### src/rtl/lv_wdg_scan.sv
// ---------------------------------------------------------------------------
// lv_wdg_scan -- background register-integrity scanner.
//
// Walks the inclusive address window [SCAN_START_ADDR, SCAN_END_ADDR], one
// read every SCAN_INTV idle cycles, through the register access controller's
// watchdog-scan read port. Each returned data word has its CRC recomputed and
// compared with the stored CRC. Mismatches and ack timeouts are reported as
// one-cycle pulses plus sticky flags. An SPI watchdog-reset pulse restarts
// the interval timer, so scans back off while SPI traffic is active.
//
// Ports:
//   i_clk, i_rst_n          clock, asynchronous active-low reset
//   i_scan_en               scan enable (level)
//   i_spi_rst_wdg           pulse, restarts the interval timer
//   i_err_clr               clears sticky flags and o_err_addr
//   o_wdg_scan_rac_rd_req   read request to access controller
//   o_wdg_scan_rac_addr     read address
//   i_rac_wdg_scan_ack      read ack; data/CRC valid in this cycle
//   i_rac_wdg_scan_data     read data
//   i_rac_wdg_scan_crc      stored CRC of the read data
//   o_crc_err_pulse         one-cycle pulse on CRC mismatch
//   o_to_err_pulse          one-cycle pulse on ack timeout
//   o_crc_err_sticky        sticky CRC error flag
//   o_to_err_sticky         sticky timeout flag
//   o_err_addr              address of the most recent error
//   o_scan_wrap             pulse when the address wraps after SCAN_END_ADDR
// ---------------------------------------------------------------------------
module lv_wdg_scan #(
    parameter int unsigned             REG_AW          = 7,
    parameter int unsigned             REG_DW          = 8,
    parameter int unsigned             REG_CRC_W       = 8,
    parameter logic [REG_AW-1:0]       SCAN_START_ADDR = 7'h00,
    parameter logic [REG_AW-1:0]       SCAN_END_ADDR   = 7'h1F,
    parameter int unsigned             SCAN_INTV       = 256,
    parameter int unsigned             ACK_TO_CYC      = 16,
    parameter logic [REG_CRC_W-1:0]    CRC_POLY        = 8'h07,
    parameter logic [REG_CRC_W-1:0]    CRC_INIT        = 8'hFF
) (
    input  logic                 i_clk,
    input  logic                 i_rst_n,
    input  logic                 i_scan_en,
    input  logic                 i_spi_rst_wdg,
    input  logic                 i_err_clr,
    output logic                 o_wdg_scan_rac_rd_req,
    output logic [REG_AW-1:0]    o_wdg_scan_rac_addr,
    input  logic                 i_rac_wdg_scan_ack,
    input  logic [REG_DW-1:0]    i_rac_wdg_scan_data,
    input  logic [REG_CRC_W-1:0] i_rac_wdg_scan_crc,
    output logic                 o_crc_err_pulse,
    output logic                 o_to_err_pulse,
    output logic                 o_crc_err_sticky,
    output logic                 o_to_err_sticky,
    output logic [REG_AW-1:0]    o_err_addr,
    output logic                 o_scan_wrap
);

    localparam logic [15:0] INTV_LAST = 16'(SCAN_INTV - 1);
    localparam logic [7:0]  TO_LAST   = 8'(ACK_TO_CYC - 1);

    typedef enum logic [1:0] {
        ST_IDLE,
        ST_WAIT,
        ST_REQ,
        ST_CHK
    } state_e;

    state_e                 state_q, state_d;
    logic [15:0]            intv_q, intv_d;
    logic [7:0]             to_q, to_d;
    logic [REG_AW-1:0]      addr_q, addr_d;
    logic [REG_DW-1:0]      data_q, data_d;
    logic [REG_CRC_W-1:0]   crc_q, crc_d;
    logic                   crc_pulse_q, crc_pulse_d;
    logic                   to_pulse_q, to_pulse_d;
    logic                   crc_sticky_q, crc_sticky_d;
    logic                   to_sticky_q, to_sticky_d;
    logic [REG_AW-1:0]      err_addr_q, err_addr_d;
    logic                   wrap_q, wrap_d;
    logic [REG_AW-1:0]      addr_next;
    logic                   addr_at_end;

    // Bitwise MSB-first CRC, unrolled into a single combinational step.
    function automatic logic [REG_CRC_W-1:0] crc_calc(input logic [REG_DW-1:0] d);
        logic [REG_CRC_W-1:0] c;
        logic                 fb;
        c = CRC_INIT;
        for (int unsigned i = 0; i < REG_DW; i++) begin
            fb = c[REG_CRC_W-1] ^ d[REG_DW-1-i];
            c  = {c[REG_CRC_W-2:0], 1'b0};
            if (fb) begin
                c = c ^ CRC_POLY;
            end
        end
        return c;
    endfunction

    assign addr_at_end = (addr_q == SCAN_END_ADDR);
    assign addr_next   = addr_at_end ? SCAN_START_ADDR : addr_q + REG_AW'(1);

    always_comb begin
        state_d      = state_q;
        intv_d       = intv_q;
        to_d         = to_q;
        addr_d       = addr_q;
        data_d       = data_q;
        crc_d        = crc_q;
        crc_pulse_d  = 1'b0;
        to_pulse_d   = 1'b0;
        wrap_d       = 1'b0;
        crc_sticky_d = crc_sticky_q;
        to_sticky_d  = to_sticky_q;
        err_addr_d   = err_addr_q;

        // Clear first so that an error raised below in the same cycle wins.
        if (i_err_clr) begin
            crc_sticky_d = 1'b0;
            to_sticky_d  = 1'b0;
            err_addr_d   = '0;
        end

        unique case (state_q)
            ST_IDLE: begin
                if (i_scan_en) begin
                    state_d = ST_WAIT;
                    intv_d  = '0;
                end
            end
            ST_WAIT: begin
                if (!i_scan_en) begin
                    state_d = ST_IDLE;
                end else if (i_spi_rst_wdg) begin
                    intv_d = '0;
                end else if (intv_q == INTV_LAST) begin
                    state_d = ST_REQ;
                    to_d    = '0;
                end else begin
                    intv_d = intv_q + 16'd1;
                end
            end
            ST_REQ: begin
                // Enable is ignored here: the transaction always finishes.
                if (i_rac_wdg_scan_ack) begin
                    data_d  = i_rac_wdg_scan_data;
                    crc_d   = i_rac_wdg_scan_crc;
                    state_d = ST_CHK;
                end else if (to_q == TO_LAST) begin
                    to_pulse_d  = 1'b1;
                    to_sticky_d = 1'b1;
                    err_addr_d  = addr_q;
                    addr_d      = addr_next;
                    wrap_d      = addr_at_end;
                    intv_d      = '0;
                    state_d     = i_scan_en ? ST_WAIT : ST_IDLE;
                end else begin
                    to_d = to_q + 8'd1;
                end
            end
            ST_CHK: begin
                if (crc_calc(data_q) != crc_q) begin
                    crc_pulse_d  = 1'b1;
                    crc_sticky_d = 1'b1;
                    err_addr_d   = addr_q;
                end
                addr_d  = addr_next;
                wrap_d  = addr_at_end;
                intv_d  = '0;
                state_d = i_scan_en ? ST_WAIT : ST_IDLE;
            end
            default: state_d = ST_IDLE;
        endcase
    end

    always_ff @(posedge i_clk or negedge i_rst_n) begin
        if (!i_rst_n) begin
            state_q      <= ST_IDLE;
            intv_q       <= '0;
            to_q         <= '0;
            addr_q       <= SCAN_START_ADDR;
            data_q       <= '0;
            crc_q        <= '0;
            crc_pulse_q  <= 1'b0;
            to_pulse_q   <= 1'b0;
            crc_sticky_q <= 1'b0;
            to_sticky_q  <= 1'b0;
            err_addr_q   <= '0;
            wrap_q       <= 1'b0;
        end else begin
            state_q      <= state_d;
            intv_q       <= intv_d;
            to_q         <= to_d;
            addr_q       <= addr_d;
            data_q       <= data_d;
            crc_q        <= crc_d;
            crc_pulse_q  <= crc_pulse_d;
            to_pulse_q   <= to_pulse_d;
            crc_sticky_q <= crc_sticky_d;
            to_sticky_q  <= to_sticky_d;
            err_addr_q   <= err_addr_d;
            wrap_q       <= wrap_d;
        end
    end

    // Decoded from the state register so reset drops the request at once and
    // the request always falls in the cycle after the ack.
    assign o_wdg_scan_rac_rd_req = (state_q == ST_REQ);
    assign o_wdg_scan_rac_addr   = addr_q;
    assign o_crc_err_pulse       = crc_pulse_q;
    assign o_to_err_pulse        = to_pulse_q;
    assign o_crc_err_sticky      = crc_sticky_q;
    assign o_to_err_sticky       = to_sticky_q;
    assign o_err_addr            = err_addr_q;
    assign o_scan_wrap           = wrap_q;

endmodule

### config.mk
export PLATFORM = sky130hd
export DESIGN_NAME = lv_wdg_scan
export DESIGN_NICKNAME = d
export VERILOG_FILES = /design/src/rtl/lv_wdg_scan.sv
export SDC_FILE = /design/constraint.sdc
export NUM_CORES = 1
export LEC_CHECK = 0
export CAP_MARGIN = 40
export CORE_MARGIN = 2
export CORE_UTILIZATION = 51
export CTS_BUF_LIST = sky130_fd_sc_hd__clkbuf_4 sky130_fd_sc_hd__clkbuf_8
export CTS_CLUSTER_SIZE = 16
export DETAILED_ROUTE_END_ITERATION = 6
export PLACE_DENSITY = 0.82
export RECOVER_POWER = 50
export SYNTH_ARGS = -nofsm -noshare
export SYNTH_HDL_FRONTEND = slang
export SYNTH_SLANG_ARGS = --single-unit
### constraint.sdc
create_clock -name i_clk -period 2 [get_ports i_clk]
set_input_delay 0.3 -clock i_clk [delete_from_list [all_inputs] [get_ports i_clk]]
set_output_delay 0.3 -clock i_clk [all_outputs]
set_load 0.01 [all_outputs]
==> results.txt <==
----------------------------------------------------
[Timing]
  Crit path setup slack, layout ... -0.268 ns
  Final hold violation count ... 0
  Hold slack ... just over 0.5 ns
  Final Max Tran Viols ... 0
  Setup violations, final ... 31
  Post-layout min period ... 2.27 ns
  Final period utilization ... 1.13
  Unrepaired setup endpoints after global routing ... true
  Final worst clock skew ... 0.0112 ns
  Max-slew headroom ... 0.300
  Maximum achievable frequency ... 441 MHz
  Pin slew with the least headroom to its limit ... 1.05 ns

[Clocking]
  Maximum buffer depth of the clock tree ... 2
  Clock latency at the later pin of the worst-skew pair ... between 0.3 and 0.4 ns
  Number of sinks driven by the clock tree ... 61
  Clock tree from TritonCTS ... done
  TritonCTS buffer count ... 9
  Root buffer cell ... sky130_fd_sc_hd__clkbuf_8
  Clock edge transition at the registers on the reported setup and hold paths ... 0.08 ns
  H-tree levels ... 3

[Worst setup path]
  Critical path capture point type ... register
  CP required ... around 2.2 ns
  Arrival time at the worst endpoint ... 2.50 ns
  Critical Path Fanout Max ... 6
  Critical path class ... reg -> reg
  Kind of start point of the critical path ... register

[Place]
  Routability Congestion ... just over 0.9
  Post-placement worst setup slack ... -0.269 ns
  Cell area after placement ... 3930 um^2
  Port-buffer cells ... 41
  Cell count after placement ... 443
  Detailed-placement wirelength estimate ... about 5.1 mm

[Layout]
  Count of filler cells inserted in the layout ... 356
  Number of inserted diodes ... 0
  Most used cells in the layout excluding fill and tap cells ... 60 x sky130_fd_sc_hd__dfrtp_1, 56 x sky130_fd_sc_hd__buf_4, 40 x sky130_fd_sc_hd__clkdlybuf4s50_1
  Non-filler instance count after layout ... between 400 and 500
  Post-route cell area ... 4450 um^2
  Final net count ... 421
  Most common cell after layout, fill and taps aside ... sky130_fd_sc_hd__dfrtp_1
  Proportion of layout cells with a drive suffix above 1 ... 0.349
  Area growth from synthesis to layout ... 44.7%

[GRT]
  Pin count of the biggest net entering global routing ... 44
  Congestion Overflow GR ... 0
  Via count of the first global-routing pass ... 2675
  Wire length of the first global-routing pass ... approximately 13 mm
  All-layer global routing usage ... 0.250
  Antenna violations before repair ... 0

[Outcome]
  Status ... finished, violations left
  Violations in the final reports ... negative setup slack

[Power]
  Maximum vdd ir drop ... between 0.3 and 0.4 mV
  Switching Fraction ... 0.224
  Part of the total power dissipated in sequential elements ... 0.474
  Clock Power Share ... 0.477
  Switching power total ... 588 uW
  Power density of the placed cells ... 589 nW/um^2
  Internal Power ... 2030 uW
  Leak ... between 0.002 and 0.0025 uW
  Pwr Total ... 2620 uW
  Gate power share ... 0.049

[Synthesis]
  Share of async-settable or async-resettable flops after synthesis ... 1.00
  Proportion of netlist area held by the largest area contributor ... 0.497
  Net count of the mapped netlist ... 312
  EDFF count, synth ... 0
  Flip-flop and latch count after synthesis ... 61
  Synthesized instance count ... 287
  Fraction of the yosys area taken by sequential cells ... 0.497
  Cell area after technology mapping ... 3070 um^2
  Primary flip-flop cell chosen by synthesis mapping ... sky130_fd_sc_hd__dfrtp_1
  Cell taking the most area after synthesis ... sky130_fd_sc_hd__dfrtp_1
  Cell types occupying the most area after synthesis ... sky130_fd_sc_hd__dfrtp_1 50%, sky130_fd_sc_hd__mux2_2 6.6%, sky130_fd_sc_hd__nand2_1 3.2%
  Yosys warns ... 0
  Number of distinct standard cells referenced by the synthesized netlist ... 46
  Avg Cell Area, Syn ... about 11 um^2

[Die]
  Overall die height ... 81.6 um
  Number of placement rows ... 28
  Die footprint ... 6660 um^2
  Initial Utilization ... 0.522
  Top-level I/O count ... between 40 and 50
  Total core area ... 5890 um^2
  Width of the chip ... 81.6 um

[Routing]
  Routed wire length ... 8.51 mm
  Average vias per placed instance ... approximately 5.8
  DR iter-0 viols ... 150
  Count of unresolved DRC violations after routing ... 0
  Iteration count of the initial detailed-routing pass ... 4
  Via count of the routed design ... 2760
  Post-DR wirelength/cell ... approximately 18 um
  Final antenna-violating net count ... 0

[Min path]
  Class of the worst hold path ... reg -> reg

[Run]
  # Max-Cap Violations ... 0

----------------------------------------------------
[Yosys cell counts, types with 5 or more instances]
cell type / n
sky130_fd_sc_hd__or4_1: 10
sky130_fd_sc_hd__nand4_1: 5
sky130_fd_sc_hd__nand3_1: 16
sky130_fd_sc_hd__dfrtp_1: 61
sky130_fd_sc_hd__or3_1: 8
sky130_fd_sc_hd__inv_1: 8
sky130_fd_sc_hd__mux2_2: 18
sky130_fd_sc_hd__and3_1: 8
sky130_fd_sc_hd__mux2_1: 6
sky130_fd_sc_hd__xnor2_1: 11
sky130_fd_sc_hd__a21oi_1: 12
sky130_fd_sc_hd__nor2_1: 14
sky130_fd_sc_hd__nor2b_1: 6
sky130_fd_sc_hd__xor2_1: 7
sky130_fd_sc_hd__nand2_1: 26
sky130_fd_sc_hd__o21ai_0: 14
[metal layers]
layer  vias to the layer above  GRT usage  part of all wire
met2                        90      0.429              0.51
met4                         0     0.0833             0.021
met5                         -          0                 0
met1                      1372      0.315              0.43
met3                        19     0.0516             0.044
li1                       1279          -                 -
[logic make-up after synthesis]
logic type | count (synthesis) | share of synthesized area
simple gates | 116 | 0.208
mux | 27 | 0.0978
fa+ha+maj | 3 | 0.0122
flops | 61 | 0.497
xor+xnor | 19 | 0.0587
buf+inv | 12 | 0.0175
compound gates | 49 | 0.109
[timing repair]
item / CTS / global route
hold buffers: 1 / 0
setup endpoints to repair: 30 / 36
endpoints found under the hold margin: 18 / 0
cloned: 0 / 1
setup buffers: 9 / 6
resized for setup: 21 / 29
pin swaps: 14 / 13
[metrics by stage]
| step | utilization | TNS [ns] |
|---|---|---|
| floorplan | - | -1.21 |
| global placement | 0.668 | -4.10 |
| detailed placement | 0.668 | -5.19 |
| CTS | 0.735 | -2.74 |
| global route | 0.755 | -10.21 |
| finish | 0.755 | -5.42 |
[power groups by stage]
stage                     Sequential [uW]  Combinational [uW]  Clock [uW]
after floorplan                      1260                26.1           0
after global placement               1270                 118           0
after detailed placement             1270                 119           0
after CTS                            1240                 125        1250
after global routing                 1240                 140        1310
final                                1240                 128        1250
[registers in the layout (all words and copies together), names as in the netlist]
name / cells
o_scan_wrap: 1
crc_q: 8
data_q: 8
o_to_err_pulse: 1
o_to_err_sticky: 1
state_q: 2
o_crc_err_pulse: 1
intv_q: 16
o_wdg_scan_rac_addr: 7
o_crc_err_sticky: 1
o_err_addr: 7
to_q: 8
[final cells by class]
class | instances | area, um^2 | share of cell area
Clock buffer | 10 | 138 | 0.0310
Timing Repair Buffer | 101 | 877 | 0.197
Sequential cell | 61 | 1530 | 0.344
Clock inverter | 6 | 86.3 | 0.0194
Inverter | 8 | 32.5 | 0.00732
Multi-Input combinational cell | 215 | 1690 | 0.380
Tap cell | 75 | 93.8 | 0.0211
[path summary, 6_finish.rpt]
kind	startpoint	to	slack (ns)	cells after the start
max in group asynchronous	i_rst_n	state_q[0]	0.17	3
setup reg to reg	to_q[7]	intv_q[0]	-0.27	6
hold reg to reg	o_to_err_sticky	o_to_err_sticky	0.51	1
min in group asynchronous	i_rst_n	o_err_addr[1]	0.65	2
hold / removal	o_to_err_sticky	o_to_err_sticky	0.51	1
setup / recovery	to_q[7]	intv_q[0]	-0.27	6
[worst max-delay path, cell delays in order (launching register included)]
cell and delay [ns]:
sky130_fd_sc_hd__dfrtp_1 0.39, sky130_fd_sc_hd__or4_4 0.60, sky130_fd_sc_hd__o31ai_4 0.31, sky130_fd_sc_hd__buf_4 0.18
sky130_fd_sc_hd__a21bo_4 0.24, sky130_fd_sc_hd__or2_1 0.23, sky130_fd_sc_hd__a21o_1 0.20
No activity file was read; power rests on OpenSTA's default activity.
